<file path="src/rtl/i2s_speaker_transmitter.sv">
// i2s_speaker_transmitter: I2S controller-mode stereo transmitter with SCK/WS generation and a one-pair holding register
// Ports: clk_in/rst_n_in (sync, active-low), audio_data_l/r + audio_valid/audio_ready sample stream,
//        spk_sck/spk_ws/spk_sd I2S outputs, frame_start and underrun one-cycle status pulses.
// Build option: define I2S_TX_HOLD_EN to repeat the last transmitted pair on underrun instead of sending zeros.
module i2s_speaker_transmitter #(
   parameter int CLK_DIV    = 32,
   parameter int DATA_WIDTH = 16
) (
   input  logic                  clk_in,
   input  logic                  rst_n_in,
   input  logic [DATA_WIDTH-1:0] audio_data_l,
   input  logic [DATA_WIDTH-1:0] audio_data_r,
   input  logic                  audio_valid,
   output logic                  audio_ready,
   output logic                  spk_sck,
   output logic                  spk_ws,
   output logic                  spk_sd,
   output logic                  frame_start,
   output logic                  underrun
);
   localparam int CW = $clog2(CLK_DIV);
   logic [CW-1:0]         div_q, div_d;
   logic [5:0]            bit_q, bit_d;
   logic                  sck_q, sck_d, ws_q, ws_d, sd_q, sd_d, fs_q, ur_q;
   logic                  hold_full_q, hold_full_d;
   logic [DATA_WIDTH-1:0] hold_l_q, hold_r_q, src_l, src_r;
   logic [63:0]           shift_q, shift_d;
   logic [31:0]           slot_l, slot_r;
   logic                  fall, load, accept;
   assign fall        = div_q == CW'(CLK_DIV - 1);
   assign load        = fall && bit_q == 6'd63;
   assign audio_ready = !hold_full_q && rst_n_in;
   assign accept      = audio_valid && audio_ready;
`ifdef I2S_TX_HOLD_EN
   logic [DATA_WIDTH-1:0] last_l_q, last_r_q;
   assign src_l = hold_full_q ? hold_l_q : last_l_q;
   assign src_r = hold_full_q ? hold_r_q : last_r_q;
`else
   assign src_l = hold_full_q ? hold_l_q : '0;
   assign src_r = hold_full_q ? hold_r_q : '0;
`endif
   // Samples sit MSB-aligned in their 32-bit slots; the one-bit I2S delay comes from sd lagging the shifter MSB.
   assign slot_l = 32'(src_l) << (32 - DATA_WIDTH);
   assign slot_r = 32'(src_r) << (32 - DATA_WIDTH);
   always_comb begin
      div_d       = fall ? '0 : div_q + 1'b1;
      sck_d       = fall ? 1'b0 : (div_q == CW'(CLK_DIV/2 - 1)) ? 1'b1 : sck_q;
      bit_d       = fall ? bit_q + 6'd1 : bit_q;
      ws_d        = fall ? bit_d[5] : ws_q;
      sd_d        = fall ? shift_q[63] : sd_q;
      shift_d     = load ? {slot_l, slot_r} : fall ? {shift_q[62:0], 1'b0} : shift_q;
      hold_full_d = accept ? 1'b1 : load ? 1'b0 : hold_full_q;
   end
   always_ff @(posedge clk_in) begin
      if (!rst_n_in) begin
         div_q       <= '0;
         bit_q       <= 6'd63;
         sck_q       <= 1'b0;
         ws_q        <= 1'b0;
         sd_q        <= 1'b0;
         fs_q        <= 1'b0;
         ur_q        <= 1'b0;
         hold_full_q <= 1'b0;
         shift_q     <= '0;
`ifdef I2S_TX_HOLD_EN
         last_l_q    <= '0;
         last_r_q    <= '0;
`endif
      end else begin
         div_q       <= div_d;
         bit_q       <= bit_d;
         sck_q       <= sck_d;
         ws_q        <= ws_d;
         sd_q        <= sd_d;
         fs_q        <= load;
         ur_q        <= load && !hold_full_q;
         hold_full_q <= hold_full_d;
         shift_q     <= shift_d;
`ifdef I2S_TX_HOLD_EN
         if (load && hold_full_q) begin
            last_l_q <= hold_l_q;
            last_r_q <= hold_r_q;
         end
`endif
      end
   end
   always_ff @(posedge clk_in) begin
      if (accept) begin
         hold_l_q <= audio_data_l;
         hold_r_q <= audio_data_r;
      end
   end
   assign spk_sck     = sck_q;
   assign spk_ws      = ws_q;
   assign spk_sd      = sd_q;
   assign frame_start = fs_q;
   assign underrun    = ur_q;
endmodule

</file>
<file path="config.mk">
export PLATFORM = sky130hd
export DESIGN_NAME = i2s_speaker_transmitter
export DESIGN_NICKNAME = d
export VERILOG_FILES = /design/src/rtl/i2s_speaker_transmitter.sv
export SDC_FILE = /design/constraint.sdc
export NUM_CORES = 1
export LEC_CHECK = 0
export CORE_MARGIN = 1.5
export CORE_UTILIZATION = 55
export CTS_BUF_LIST = sky130_fd_sc_hd__clkbuf_8
export DETAILED_ROUTE_END_ITERATION = 6
export HOLD_SLACK_MARGIN = 0.1
export PLACE_DENSITY = 0.75
export RECOVER_POWER = 50
export SYNTH_ARGS = -nofsm -noshare
export SYNTH_HDL_FRONTEND = slang
export SYNTH_SLANG_ARGS = --single-unit
</file>
<file path="constraint.sdc">
create_clock -name clk_in -period 4.3 [get_ports clk_in]
set_input_delay 0.645 -clock clk_in [delete_from_list [all_inputs] [get_ports clk_in]]
set_output_delay 0.645 -clock clk_in [all_outputs]
set_load 0.02 [all_outputs]
</file>
# After elaboration in Yosys (flattened, before gate mapping)
# Index checks and enable logic that the tools add are counted.
[op_classes] add_sub_neg=2 n_eq_ne=3 n_mux=7 bitwise_logic=1 reduce_logical=9
[op_table] cell="$mux W64" count=2
[op_table] cell="$mux W16" count=2
[op_table] cell="$add A6 B1 Y6 const B" count=1
[op_table] cell="$eq A6 B6 Y1 const B" count=1
[op_table] cell="$mux W6" count=1
[op_table] cell="$add A5 B1 Y5 const B" count=1
[op_table] cell="$eq A5 B4 Y1 const B" count=1
[op_table] cell="$eq A5 B5 Y1 const B" count=1
[op_table] cell="$logic_and A1 B1 Y1" count=4
[op_table] cell="$reduce_bool A2 Y1" count=2
[op_table] cell="$reduce_or A2 Y1" count=2
[op_table] cell="$mux W1" count=2
[op_table] cell="$logic_not A1 Y1" count=1
[op_table] cell="$not A1 Y1" count=1
[totals] regBits=97

# Depth between registers and ports, before layout
[logic_depth] ltp_word=4 ltp_mapped=8 depth_no_buf=6

# Least setup slack after synthesis
# OpenSTA, ideal clock, no wires.
[synth_timing] kind="input port to flip-flop" startpoint="input rst_n_in" endpoint="register hold_l_q[0], enable pin" setup_time_ns=0.393 t_arrival_ns=1.914 setup_slack_ns=1.993 stages=2 path_buffers=0 cell_sequence="nor2b_1 and2_1"
[synth_between] elab_chain_cells=2
[synth_lines] element="from (decl)" line_no="10" text="input logic rst_n_in,"
[synth_lines] element="$logic_and A1 B1 Y1" line_no="32" text="assign audio_ready = !hold_full_q && rst_n_in;"
[synth_lines] element="$logic_and A1 B1 Y1" line_no="33" text="assign accept = audio_valid && audio_ready;"
[synth_lines] element="via accept" line_no="29" text="logic fall, load, accept;"
[synth_lines] element="to (signal assigned)" line_no="89" text="hold_l_q <= audio_data_l;"
[synth_lines] element="to (decl)" line_no="26" text="logic [DATA_WIDTH-1:0] hold_l_q, hold_r_q, src_l, src_r;"
# The timed path passes the listed nets, and every way through them passes these cells.
# A chain may end at the register's enable or synchronous reset.

# Worst setup path in the final report
[layout_timing] startpoint="input rst_n_in" endpoint="register hold_r_q[0], enable pin"
[layout_between] elab_chain_cells=2
[layout_lines] element="$logic_and A1 B1 Y1" line_no="32"
[layout_lines] element="$logic_and A1 B1 Y1" line_no="33"
[layout_lines] element="via accept" line_no="29"
[layout_lines] element="to (signal assigned)" line_no="90" text="hold_r_q <= audio_data_r;"
[layout_lines] element="to (decl)" line_no="26"
# The timed path passes the listed nets, and every way through them passes these cells.

==> flow_summary.ini <==
[run_status]
status = complete, but fails checks
violations = max-capacitance violations, max-slew violations

[global_routing]
grt_overflow_total = 0
grt_max_degree = 57
grt_pass1_wl_mm = 11.90
track_usage = 0.2046
grt_pass1_vias = 2577
grt_antenna_before_repair = 0

[finish]
final_core_util = 0.6384
antenna_cells = 0
multi_input_area_um2 = 1334
drive_gt1_frac = 0.04301
fin_cells = 452
final_cell_mix = 65 x dfxtp_1, 38 x dlygate4sd3_1, 37 x nand2_1, 36 x nand3_1
nFillCells = 556
area_delta_synth_final_pct = 13.02
layout_commonest_cell = dfxtp_1
final_area_um2 = 4289
register_area_um2 = 2262
final_nets = 407

[critical_path]
cp_max_fo = 33
startpoint_type = input pin
critPathKind = input pin to register
rrSetupSlack_ps = 1400
crit_path_end_kind = register
required_ps = 4250
critPathArrivalTime_ps = 3190

[sta]
finalSetupViolCount = 0
worst_slack_ps = 1058
hold_violations = 0
finClkSkew_ps = 13.83
rsz0062_at_grt = false
tightestPinTransition_ps = 1727
period_share = 0.7539
slew_headroom = -0.1512
fin_tns_setup_ps = 0
holdWs_ps = 458.5
period_needed_ps = 3242
slew_viol_final = 34
fmaxAchievable_mhz = 308.5

[detailed_routing]
wire_per_inst_um = 15.64
routed_wirelength_mm = 7.071
vias = 2673
drcViolationCount = 0
ant_nets = 0
dr.pass1.iters = 4
vias_per_cell = 5.914
drt_iter0_markers = 178

[synthesis]
synth_nets = 385
synth_cells = 345
netlist_top_cells_area = dfxtp_1 34%, edfxtp_1 25%, o2111ai_1 7.2%
post-synth-top-area-cell = dfxtp_1
synth-seq-area-share = 0.5961
synth_area_um2 = 3795
ys_ff_latch = 97
yosysTopAreaCellShare = 0.3429
ys_types = 30
yosys_warnings = 0
synth_area_per_cell_um2 = 11.00

[place]
dp_cells = 436
dp.final_hpwl_mm = 4.149
place_ws_ps = 1286
place_congestion = 0.7788
place_area_um2 = 4149
numPortBuffers = 40

[cts]
clock-root-buffer = clkbuf_8
cts_max_level = 3
hold_buffers = 0
cts_tree = done
cts_setup_buffers = 0
clock_path_buffers = 2
cts_repair_resize_count = 0
cts.reportedPaths.clkPinSlew_ps = 80
cts_buffers = 9
clock_sinks = 97
insertion_delay_ps = 360

[power_and_ir_drop]
leakagePower_nw = 1.571
peakVddDrop_mv = 0.1707
p_total_mw = 1.510
power_density_nw_per_um2 = 352.0

[floorplanning]
ios = 41
die_w_um = 86.07
rows = 30
die_area_um2 = 7407
initial_core_util = 0.5648
core_area_um2 = 6719
die-height_um = 86.07

[flow_run]
maxCapViolations = 1

[worst_hold_path]
hp-class = register to register
-- cell families after synthesis --
kind of cell,Yosys count,synth area share
AOI/OAI and AO/OA,37,0.08408
xor gates and xnor gates,5,0.01154
adders and majority gates,5,0.01649
buffers and inverters,37,0.05176
DFF,97,0.5961
muxes,18,0.04748
and+or+nand+nor,146,0.1926
-- flip-flops by register name, indices dropped and copies added, names as in the netlist, 5 cells and up --
| signal | flops |
|---|---|
| shift_q | 48 |
| hold_l_q | 16 |
| hold_r_q | 16 |
| bit_q | 6 |
| div_q | 5 |
-- path summary, 6_finish.rpt --
kind,startpoint,endpoint,cells past startpoint
setup reg to reg,div_q[0]$_SDFF_PP0_,shift_q[39]$_SDFFE_PP0N_,7
hold / removal,div_q[0]$_SDFF_PP0_,div_q[0]$_SDFF_PP0_,1
setup / recovery,rst_n_in,hold_r_q[0]$_DFFE_PP_,4
hold reg to reg,div_q[0]$_SDFF_PP0_,div_q[0]$_SDFF_PP0_,1
-- routing by layer --
metal	routed length [µm]	GRT usage	vias up
met5	0	0	-
met1	3193	0.2522	1276
li1	-	-	1322
met2	3424	0.3372	68
met3	389	0.05871	7
met4	64	0.08651	0
-- final cells by class --
cell class | instances | area share
Sequential cell | 97 | 0.5274
Multi-Input combinational cell | 211 | 0.3110
Timing Repair Buffer | 44 | 0.09889
Clock buffer | 9 | 0.02888
Tap cell | 80 | 0.02334
Clock inverter | 7 | 0.007001
Inverter | 4 | 0.003501
-- synth_stat cells --
library cell  number
buf_4              3
edfxtp_1          32
o21ai_0            2
xor2_1             2
dfxtp_1           65
nand4_2            1
nand3b_1           1
o21ai_4            1
nand3_1           35
mux2i_1           18
inv_1              4
nand2b_1           2
and2_1             3
nand2_1           37
o21bai_1           1
nor2b_1            3
o2111ai_1         31
nor2_1            24
a21boi_0           1
buf_2             19
and4_1             1
nand4_1           32
clkbuf_1           8
buf_6              3
a31oi_1            1
and3_1             5
or3_1              1
ha_1               5
nand3_2            1
xnor2_1            3
-- critical path, stage by stage --
cell	delay [ps]
dlygate4sd3_1	860
nor2b_1	270
and2_0	150
clkbuf_1	1240
-- report_power, final --
part | switching [mW] | total (mW) | internal [mW]
clock | 0.286 | 0.485 | 0.198
combinational | 0.0249 | 0.0526 | 0.0277
sequential | 0.00678 | 0.972 | 0.966
No activity file was read; power rests on OpenSTA's default activity.
